`src/rtl/e203_trap_pkg.sv`:
```
`default_nettype none
// ============================================================================
// Module  : e203_trap_pkg
// Brief   : Shared types, CSR addresses and mcause packing for trap entry.
// Revision: 1.0 - initial release
// ============================================================================
package e203_trap_pkg;

    typedef enum logic [2:0] {
        IDLE     = 3'd0,
        RD_REQ   = 3'd1,
        RD_CAP   = 3'd2,
        WR_EPC   = 3'd3,
        WR_CAUSE = 3'd4,
        REDIR    = 3'd5
    } trap_state_e;

    localparam logic [11:0] c_csr_mtvec  = 12'h305;
    localparam logic [11:0] c_csr_mepc   = 12'h341;
    localparam logic [11:0] c_csr_mcause = 12'h342;

    // Interrupt flag lands on the MSB of the CSR word; cause is zero-extended.
    function automatic logic [63:0] mcause_pack(input logic        irq,
                                                input logic [63:0] cause,
                                                input logic [5:0]  msb);
        logic [63:0] v;
        v      = cause;
        v[msb] = irq;
        return v;
    endfunction

endpackage
`default_nettype wire

```
`src/rtl/e203_trap_vec_calc.sv`:
```
`default_nettype none
// ============================================================================
// Module  : e203_trap_vec_calc
// Brief   : Trap handler address from mtvec; vector adder only when
//           E203_MTVEC_VECTORED_EN is defined.
// Revision: 1.0 - initial release
// ============================================================================
module e203_trap_vec_calc
    import e203_trap_pkg::*;
#(
    parameter int XLEN    = 32,
    parameter int CAUSE_W = 4
) (
    input  logic [XLEN-1:0]    i_mtvec,
    input  logic               i_irq,
    input  logic [CAUSE_W-1:0] i_cause,
    output logic [XLEN-1:0]    o_target_pc
);

    logic [XLEN-1:0] w_base;

    assign w_base = {i_mtvec[XLEN-1:2], 2'b00};

`ifdef E203_MTVEC_VECTORED_EN
    logic [XLEN-1:0] w_offset;
    logic            w_vectored;

    // Offset sum is allowed to wrap at the top of the address space.
    assign w_offset    = XLEN'({i_cause, 2'b00});
    assign w_vectored  = i_irq && (i_mtvec[1:0] == 2'b01);
    assign o_target_pc = w_vectored ? (w_base + w_offset) : w_base;
`else
    logic w_unused_ok;

    assign w_unused_ok = ^{i_mtvec[1:0], i_irq, i_cause};
    assign o_target_pc = w_base;
`endif

endmodule
`default_nettype wire

```
`src/rtl/e203_trap_vec_redirect.sv`:
```
`default_nettype none
// ============================================================================
// Module  : e203_trap_vec_redirect
// Brief   : Trap-entry sequencer: reads mtvec, writes mepc/mcause, then
//           redirects the IFU. Option macro: E203_MTVEC_VECTORED_EN.
// Revision: 1.0 - initial release
// ============================================================================
module e203_trap_vec_redirect
    import e203_trap_pkg::*;
#(
    parameter int          XLEN       = 32,
    parameter int          CAUSE_W    = 4,
    parameter logic [11:0] CSR_MTVEC  = c_csr_mtvec,
    parameter logic [11:0] CSR_MEPC   = c_csr_mepc,
    parameter logic [11:0] CSR_MCAUSE = c_csr_mcause
) (
    input  logic               clk,
    input  logic               rst,
    input  logic               trap_valid,
    output logic               trap_ready,
    input  logic               trap_irq,
    input  logic [CAUSE_W-1:0] trap_cause,
    input  logic [XLEN-1:0]    trap_epc,
    output logic               csr_rd_req,
    output logic [11:0]        csr_rd_addr,
    input  logic [XLEN-1:0]    csr_rd_rdata,
    output logic               csr_wr_en,
    output logic [11:0]        csr_wr_addr,
    output logic [XLEN-1:0]    csr_wr_wdata,
    input  logic               csr_wr_ready,
    output logic               redir_valid,
    input  logic               redir_ready,
    output logic [XLEN-1:0]    redir_pc,
    output logic               busy
);

    trap_state_e        r_state;
    trap_state_e        w_next_state;
    logic               r_irq;
    logic [CAUSE_W-1:0] r_cause;
    logic [XLEN-1:0]    r_epc;
    logic [XLEN-1:0]    r_mtvec;
    logic [XLEN-1:0]    w_mepc;
    logic [XLEN-1:0]    w_mcause;
    logic [XLEN-1:0]    w_handler_pc;
    logic               w_unused_ok;

    assign w_mepc      = {r_epc[XLEN-1:1], 1'b0};
    assign w_mcause    = XLEN'(mcause_pack(r_irq, 64'(r_cause), 6'(XLEN - 1)));
    assign w_unused_ok = r_epc[0];
    assign busy        = (r_state != IDLE);

    e203_trap_vec_calc #(
        .XLEN    (XLEN),
        .CAUSE_W (CAUSE_W)
    ) u_vec_calc (
        .i_mtvec     (r_mtvec),
        .i_irq       (r_irq),
        .i_cause     (r_cause),
        .o_target_pc (w_handler_pc)
    );

    always_ff @(posedge clk) begin
        if (rst) begin
            r_state <= IDLE;
        end else begin
            r_state <= w_next_state;
        end
    end

    always_ff @(posedge clk) begin
        if (rst) begin
            r_irq   <= 1'b0;
            r_cause <= '0;
            r_epc   <= '0;
            r_mtvec <= '0;
        end else begin
            if ((r_state == IDLE) && trap_valid) begin
                r_irq   <= trap_irq;
                r_cause <= trap_cause;
                r_epc   <= trap_epc;
            end
            // Read data arrives the cycle after the request strobe.
            if (r_state == RD_CAP) begin
                r_mtvec <= csr_rd_rdata;
            end
        end
    end

    // Write address/data stay zero outside the two write states so the CSR
    // file never sees a stray target.
    always_comb begin
        w_next_state = r_state;
        trap_ready   = 1'b0;
        csr_rd_req   = 1'b0;
        csr_rd_addr  = '0;
        csr_wr_en    = 1'b0;
        csr_wr_addr  = '0;
        csr_wr_wdata = '0;
        redir_valid  = 1'b0;
        redir_pc     = '0;
        case (r_state)
            IDLE: begin
                trap_ready = !rst;
                if (trap_valid) begin
                    w_next_state = RD_REQ;
                end
            end
            RD_REQ: begin
                csr_rd_req   = 1'b1;
                csr_rd_addr  = CSR_MTVEC;
                w_next_state = RD_CAP;
            end
            RD_CAP: begin
                w_next_state = WR_EPC;
            end
            WR_EPC: begin
                csr_wr_en    = 1'b1;
                csr_wr_addr  = CSR_MEPC;
                csr_wr_wdata = w_mepc;
                if (csr_wr_ready) begin
                    w_next_state = WR_CAUSE;
                end
            end
            WR_CAUSE: begin
                csr_wr_en    = 1'b1;
                csr_wr_addr  = CSR_MCAUSE;
                csr_wr_wdata = w_mcause;
                if (csr_wr_ready) begin
                    w_next_state = REDIR;
                end
            end
            REDIR: begin
                redir_valid = 1'b1;
                redir_pc    = w_handler_pc;
                if (redir_ready) begin
                    w_next_state = IDLE;
                end
            end
            default: begin
                w_next_state = IDLE;
            end
        endcase
    end

endmodule
`default_nettype wire

```
`config.mk`:
```
export PLATFORM = sky130hd
export DESIGN_NAME = e203_trap_vec_redirect
export DESIGN_NICKNAME = d
export VERILOG_FILES = /design/src/rtl/e203_trap_pkg.sv /design/src/rtl/e203_trap_vec_calc.sv /design/src/rtl/e203_trap_vec_redirect.sv
export SDC_FILE = /design/constraint.sdc
export NUM_CORES = 1
export LEC_CHECK = 0
export BUFFER_PORTS_ARGS = -buffer_cell sky130_fd_sc_hd__buf_2
export CORE_MARGIN = 2
export CORE_UTILIZATION = 41
export DETAILED_ROUTE_END_ITERATION = 10
export PLACE_DENSITY = 0.71
export REMOVE_ABC_BUFFERS = 1
export SYNTH_ARGS = -nofsm -noshare
export SYNTH_HDL_FRONTEND = slang
export SYNTH_HIERARCHICAL = 1
export SYNTH_SLANG_ARGS = --single-unit
```
`constraint.sdc`:
```
create_clock -name clk -period 2.2 [get_ports clk]
set_input_delay 0.66 -clock clk [delete_from_list [all_inputs] [get_ports clk]]
set_output_delay 0.66 -clock clk [all_outputs]
set_load 0.005 [all_outputs]
```
== After elaboration in Yosys (flattened, before gate mapping) ==
Index checks and enable logic that the tools add are counted.
Word-level totals
  output and inout bits: 93
  bits of input ports: 74
  bits in registers: 72
  logic and storage cells: 33
Cells by class
  equality and inequality tests: 9
  muxes and demuxes: 13
  reductions and logical operators: 6
Operators with widths (count)
  $pmux W32 S2: 1
  $mux W32: 1
  $pmux W10 S2: 1
  $pmux W3 S6: 1
  $mux W3: 4
  $mux W10: 1
  $ne A2 B2 Y1 const B: 4
  $eq A3 B2 Y1 const B: 2
  $eq A3 B3 Y1 const B: 2
  $mux W1: 4
  $reduce_and A4 Y1: 1
  $eq A3 B1 Y1 const B: 1
  $logic_not A3 Y1: 1
  $reduce_bool A3 Y1: 1
  $reduce_or A2 Y1: 1
  $logic_and A1 B1 Y1: 1
  $logic_not A1 Y1: 1

== Logic depth before layout (Yosys ltp) ==
Gate-level depths: netlist of run 1.
  word-level depth: 3
  depth in mapped cells: 5
  mapped depth without buffers: 3

== Modules after synthesis ==
Netlist of run 1, hierarchy kept.
By module, submodules not included
  e203_trap_vec_redirect: seq. area each 1421.4 um^2, times used 1, cells each 419, area an instance 3204.3 um^2
  e203_trap_vec_calc: seq. area each 0.0 um^2, times used 1, cells each 33, area an instance 244.0 um^2

== Least setup slack after synthesis of run 1 ==
No wires, ideal clock.
  path kind: register to output
  from: register r_state[0]
  to: output port csr_rd_addr[0]
  data required time: 1.540 ns
  slack: 0.261 ns
  cell stages (with the launch flop): 4
  arrival time: 1.279 ns
  buffers on the path: 2
  cells stage by stage: dfxtp_1 buf_2 nor3b_1 buf_4
Between the ends
  cells in the longest elaborated chain, start to end: 2
Ends and longest elaborated chain
  start, declared: RTL line e203_trap_vec_redirect.sv:37  | trap_state_e r_state;
  start signal, assigned: RTL line e203_trap_vec_redirect.sv:67  | r_state <= w_next_state;
  $eq A3 B1 Y1: RTL line e203_trap_vec_redirect.sv:102  | case (r_state)
  $mux W10: RTL line e203_trap_vec_redirect.sv:102
  end, declared: RTL line e203_trap_vec_redirect.sv:25  | output logic [11:0] csr_rd_addr,
Every way passes these cells.

== Worst setup path in the final report of run 1 ==
  from: register r_state[0]
  to: output port csr_wr_addr[8]
Between the ends
  cells in the longest elaborated chain, start to end: 2
  elaborated cells on any way between the ends: 3
  classes of those cells: eq/ne (2); mux (1)
Ends and longest elaborated chain
  $eq A3 B3 Y1 or $eq A3 B2 Y1 (tied branches): RTL line e203_trap_vec_redirect.sv:102
  $pmux W10 S2 *: RTL line e203_trap_vec_redirect.sv:102
  end, declared: RTL line e203_trap_vec_redirect.sv:28  | output logic [11:0] csr_wr_addr,
Mark *: on every way between the ends. The rest lies on a longest branch, timed or not.

==> results of run 1 <==
[timing repair]
action	4_1_cts	5_1_grt
setup endpoints to repair	41	34
hold endpoints to repair	0	0
gates resized for setup	4	9
gates cloned	0	0
buffers inserted	0	2
[metrics by stage]
stage / cells / power (uW) / TNS [ns]
after floorplan: 373 / 1624 / 0
after global placement: 636 / 1815 / 0
after detailed placement: 636 / 1829 / 0
after CTS: 651 / 2768 / 0
after global routing: 653 / 2900 / -0.05445
final: 653 / 2739 / 0
[metal layers]
layer	up-vias	share of wire [%]	global-route usage [%]
met5	-	0.17	0
met4	2	1.2	6.039
met3	10	11	7.342
met2	136	45	26.89
met1	1341	43	19.16
li1	1533	-	-
[power by group through the flow]
stage                     Sequential, uW  Clock (uW)  Combinational (uW)
after global placement              1410           0                 405
after floorplan                     1410           0                 212
after CTS                           1390         965                 415
final                               1390         929                 419
after global routing                1400        1030                 473
after detailed placement            1420           0                 414
[registers in the layout, indices dropped and copies added, names as in the netlist]
| register | cells |
|---|---|
| r_irq | 1 |
| r_epc | 31 |
| r_mtvec | 30 |
| r_cause | 4 |
| r_state | 3 |
[worst max-delay path by stage]
stage                      endpoint       start  slack, ns
floorplan            csr_wr_addr[6]  r_state[0]       0.12
global placement          csr_wr_en  r_state[0]       0.33
detailed placement   csr_wr_addr[8]  r_state[0]       0.30
CTS                 csr_wr_wdata[0]  r_state[2]      0.009
global route        csr_wr_wdata[0]  r_state[2]      -0.03
finish               csr_wr_addr[8]  r_state[0]       0.05
[cell type report]
class                      instances  share of cell area [%]
inverter                           1                 0.09163
clock inverter                     1                  0.1222
tap                              105                   3.207
multi-input combinational        303                   36.99
sequential                        69                   33.87
clock buffer                      14                   4.215
timing repair buffer             160                   21.50
[worst max-delay path: stages (launching register included)]
cell     delay [ns]
dfxtp_4        0.37
and3b_1        0.20
buf_12         0.17
or2_4          0.27
buf_2          0.13
==> flow_summary.ini, run 1 <==
[detailed_routing]
drtIter0Drc = 55
vias_per_cell = 4.628
vias = 3022
ant_nets = 0
drc = 0
routed_wl_mm = 7.760
post_drt_wl_per_cell_um = 11.88
firstDrtPassIters = 4

[critical_path]
end_kind = primary output
start_kind = flip-flop
cp_data_required_time_ns = 1.54
r2r_start = r_state[1]
crit_type = flip-flop to primary output
critPathArrivalTime_ns = 1.49
reg2reg_depth = 4
r2r_slack_ns = 0.43
cp_max_fo = 33
r2r-end = r_mtvec[31]

[layout]
final_cell_mix = 146 x buf_2, 133 x nand2_1, 68 x a21oi_1
multi_input_area_um2 = 1515
postLayoutCoreUtil_pct = 50.62
fin_nets = 618
drive_gt1_share_pct = 33.21
nFillCells = 811
final_common_cell = buf_2
diodes = 0
design_area_um2 = 4096
area_growth_pct = 21.08
register_area_um2 = 1388

[global_routing]
track_usage_pct = 16.51
grt_max_degree = 70
antenna_found_initial = 1
overflow = 0
grt_pass1_wl_mm = 11.82
grt_pass1_vias = 2702

[logic_synthesis]
synth_area_um2 = 3383
syn_inst = 444
synth_warnings = 6
syn_avg_cell_area_um2 = 7.620

[pwr]
internal-power_uw = 2017
vdd_drop_max_mv = 0.3905
switchingPower_uw = 722.0
clkPwrFrac_pct = 33.9
seq_power_share_pct = 50.8
comb_power_share_pct = 15.3
p_per_area_nw_per_um2 = 668.7
power.leakage_uw = 0.001976
switching_share_pct = 26.36

[timing]
clock.fmax_ghz = 0.4660
hold-worst-slack_ns = 0.4494
setup_slack_ns = 0.05429
min_period_over_period_pct = 97.53
setup_viol = 0
hold_viol_final = 0
slew_headroom_pct = 36.04
fin_crit_ns = 2.146
maxSlewViolCount = 0
fin_skew_ns = 0.005843
tightest_slew_ns = 0.9594

[clock_tree]
cts_sinks = 69
cts.htree.levels = 3
path_clk_slew_ns = 0.07
postCtsHoldBufs = 0
cts_root_buf = clkbuf_8
cts_buffers = 9
cts_max_path_buffers = 2
tritoncts = yes
worstSkewPairLatency_ns = 0.33

[worst_hold_path]
min_from = r_epc[13]
hold_path_end = r_epc[13]
worstHoldPathCells = 2
hp-class = flip-flop to flip-flop

[job]
cap_viol_max_count = 0

[placed_design]
placed_area_um2 = 3859
io_buffers = 146
place_ws_ns = 0.3030
routabilityCongestion = 0.8094
post-dp-hpwl_mm = 5.241

[floorplan]
die_x_um = 94.84
rows = 33
ios = 167
initial_core_util_pct = 41.81
core_area_um2 = 8093
die_y_um = 94.84
die_area_um2 = 8995

[outcome]
outcome = finished clean
Power figures use the tool's default switching activity.
==> run 2: changes to the inputs <==
Settings changed: PLACE_DENSITY 0.71 to 0.72.
==> run 2 against run 1 <==
  * Die area is the same
  * Design area shrank 1.4%
  * Critical path depth unchanged
  * Sequential power about the same
  * Clock power down 5.4%
  * Clock skew is 0.0031 ns higher
  * Sequential share of layout area increased by 0.48 points
  * Fmax increased by 1.4%
  * Critical path type unchanged
  * Largest power group unchanged
  * Highest routed layer unchanged
==> flow_summary.ini, run 2 (synthesized netlist as in run 1, its figures left out) <==
[clock_tree]
worstSkewPairLatency_ns = 0.33
cts_sinks = 69
cts.htree.levels = 3
cts_buffers = 9
path_clk_slew_ns = 0.07
cts_root_buf = clkbuf_8
tritoncts = yes
cts_max_path_buffers = 2

[pwr]
internal-power_uw = 1974
switchingPower_uw = 706.8
comb_power_share_pct = 15.4
power.leakage_uw = 0.001953
switching_share_pct = 26.36
seq_power_share_pct = 51.8
vdd_drop_max_mv = 0.3337
clkPwrFrac_pct = 32.8
p_per_area_nw_per_um2 = 663.8

[global_routing]
track_usage_pct = 16.13
grt_use_met2_pct = 26.95
grt_pass1_vias = 2698
antenna_found_initial = 1
grt_pass1_wl_mm = 11.59
met3_usage_pct = 6.225
busiest_layer = met2
overflow = 0
grt_max_degree = 70
grt_use_met1_pct = 18.43

[floorplan]
ios = 167
core_area_um2 = 8093
rows = 33
die_area_um2 = 8995
die_y_um = 94.84
initial_core_util_pct = 41.81
die_x_um = 94.84

[placed_design]
io_buffers = 146
post-dp-hpwl_mm = 5.139
place_ws_ns = 0.2639
placed_area_um2 = 3844
routabilityCongestion = 0.7408
dp.cells = 634

[layout]
top_register = r_epc
finalNonFillerCells = 649
diodes = 0
design_area_um2 = 4039
fin_nets = 615
largestRegisters = r_epc: 31 flops, r_mtvec: 30 flops, r_cause: 4 flops
final_common_cell = buf_2
area_growth_pct = 19.38
final_cell_mix = 146 x buf_2, 133 x nand2_1, 68 x a21oi_1
largest_reg_flops = 31
drive_gt1_share_pct = 32.90

[detailed_routing]
vias_per_cell = 4.587
drc = 0
routed_wl_mm = 7.456
drtIter0Drc = 103
ant_nets = 0
vias = 2977
post_drt_wl_per_cell_um = 11.49
firstDrtPassIters = 4

[timing]
fin_skew_ns = 0.008931
setup_slack_ns = 0.08368
fin_crit_ns = 2.116
setup_tns_ns = 0
maxSlewViolCount = 0
hold-worst-slack_ns = 0.4492
min_period_over_period_pct = 96.20
rsz0062_at_grt = false
slew_headroom_pct = 34.11
hold_viol_final = 0
tightest_slew_ns = 0.9883
setup_viol = 0
clock.fmax_ghz = 0.4725

[worst_hold_path]
min_from = r_epc[17]
hp-class = flip-flop to flip-flop

[critical_path]
r2r_start = r_state[1]
critPathArrivalTime_ns = 1.46
crit_start = r_state[2]
end_kind = primary output
cp_max_fo = 33
cp_data_required_time_ns = 1.54
start_kind = flip-flop
crit_type = flip-flop to primary output

[job]
cap_viol_max_count = 0

[outcome]
outcome = finished clean
[run 2: cell count changes in the layout (fill, tap and decap cells not counted), sizes merged]
cell,previous run,this run
clkbuf,14,12
clkinv,1,2
buf,160,157
[run 2: power by group through the flow]
stage                     clock (uW)  combinational (uW)  sequential (uW)
after floorplan                    0                 212             1410
after global placement             0                 403             1410
after detailed placement           0                 413             1410
after CTS                        922                 415             1390
after global routing             967                 473             1400
final                            879                 414             1390
[run 2: layout make-up]
| type | instances | area, um^2 |
|---|---|---|
| Inverter | 1 | 3.754 |
| Fill cell | 786 | 4054 |
| Clock buffer | 12 | 155.1 |
| Multi-Input combinational cell | 303 | 1509 |
| Sequential cell | 69 | 1388 |
| Timing Repair Buffer | 157 | 842.1 |
| Tap cell | 105 | 131.4 |
| Clock inverter | 2 | 10.01 |
[run 2: critical path, cell delays in order, from the launching register on]
cell	delay, ns
dfxtp_4	0.37
and3b_1	0.20
buf_12	0.16
or2_4	0.26
buf_2	0.13
[run 2: final timing paths]
kind / end / slack (ns) / cells after the start
worst min-delay path: r_epc[17] / 0.45 / 2
worst min register to register: r_epc[17] / 0.45 / 2
worst max-delay path: csr_wr_addr[8] / 0.08 / 4
worst max register to register: r_mtvec[5] / 0.44 / 4
[run 2: metal layers]
metal | up-vias | wire length (um)
met1 | 1302 | 3230
met5 | - | 7
li1 | 1526 | -
met3 | 14 | 851
met4 | 2 | 114
met2 | 133 | 3253
[run 2: what timing repair did]
action / in CTS / in global routing
hold buffers: 0 / 0
setup endpoints to repair: 13 / 7
setup buffers: 1 / 0
resized for setup: 5 / 3
[run 2: per-stage QoR]
step	power, uW	utilization, %
finish	2681	49.91
global route	2837	49.91
CTS	2725	49.77
detailed placement	1828	47.50
global placement	1812	47.50
floorplan	1624	-
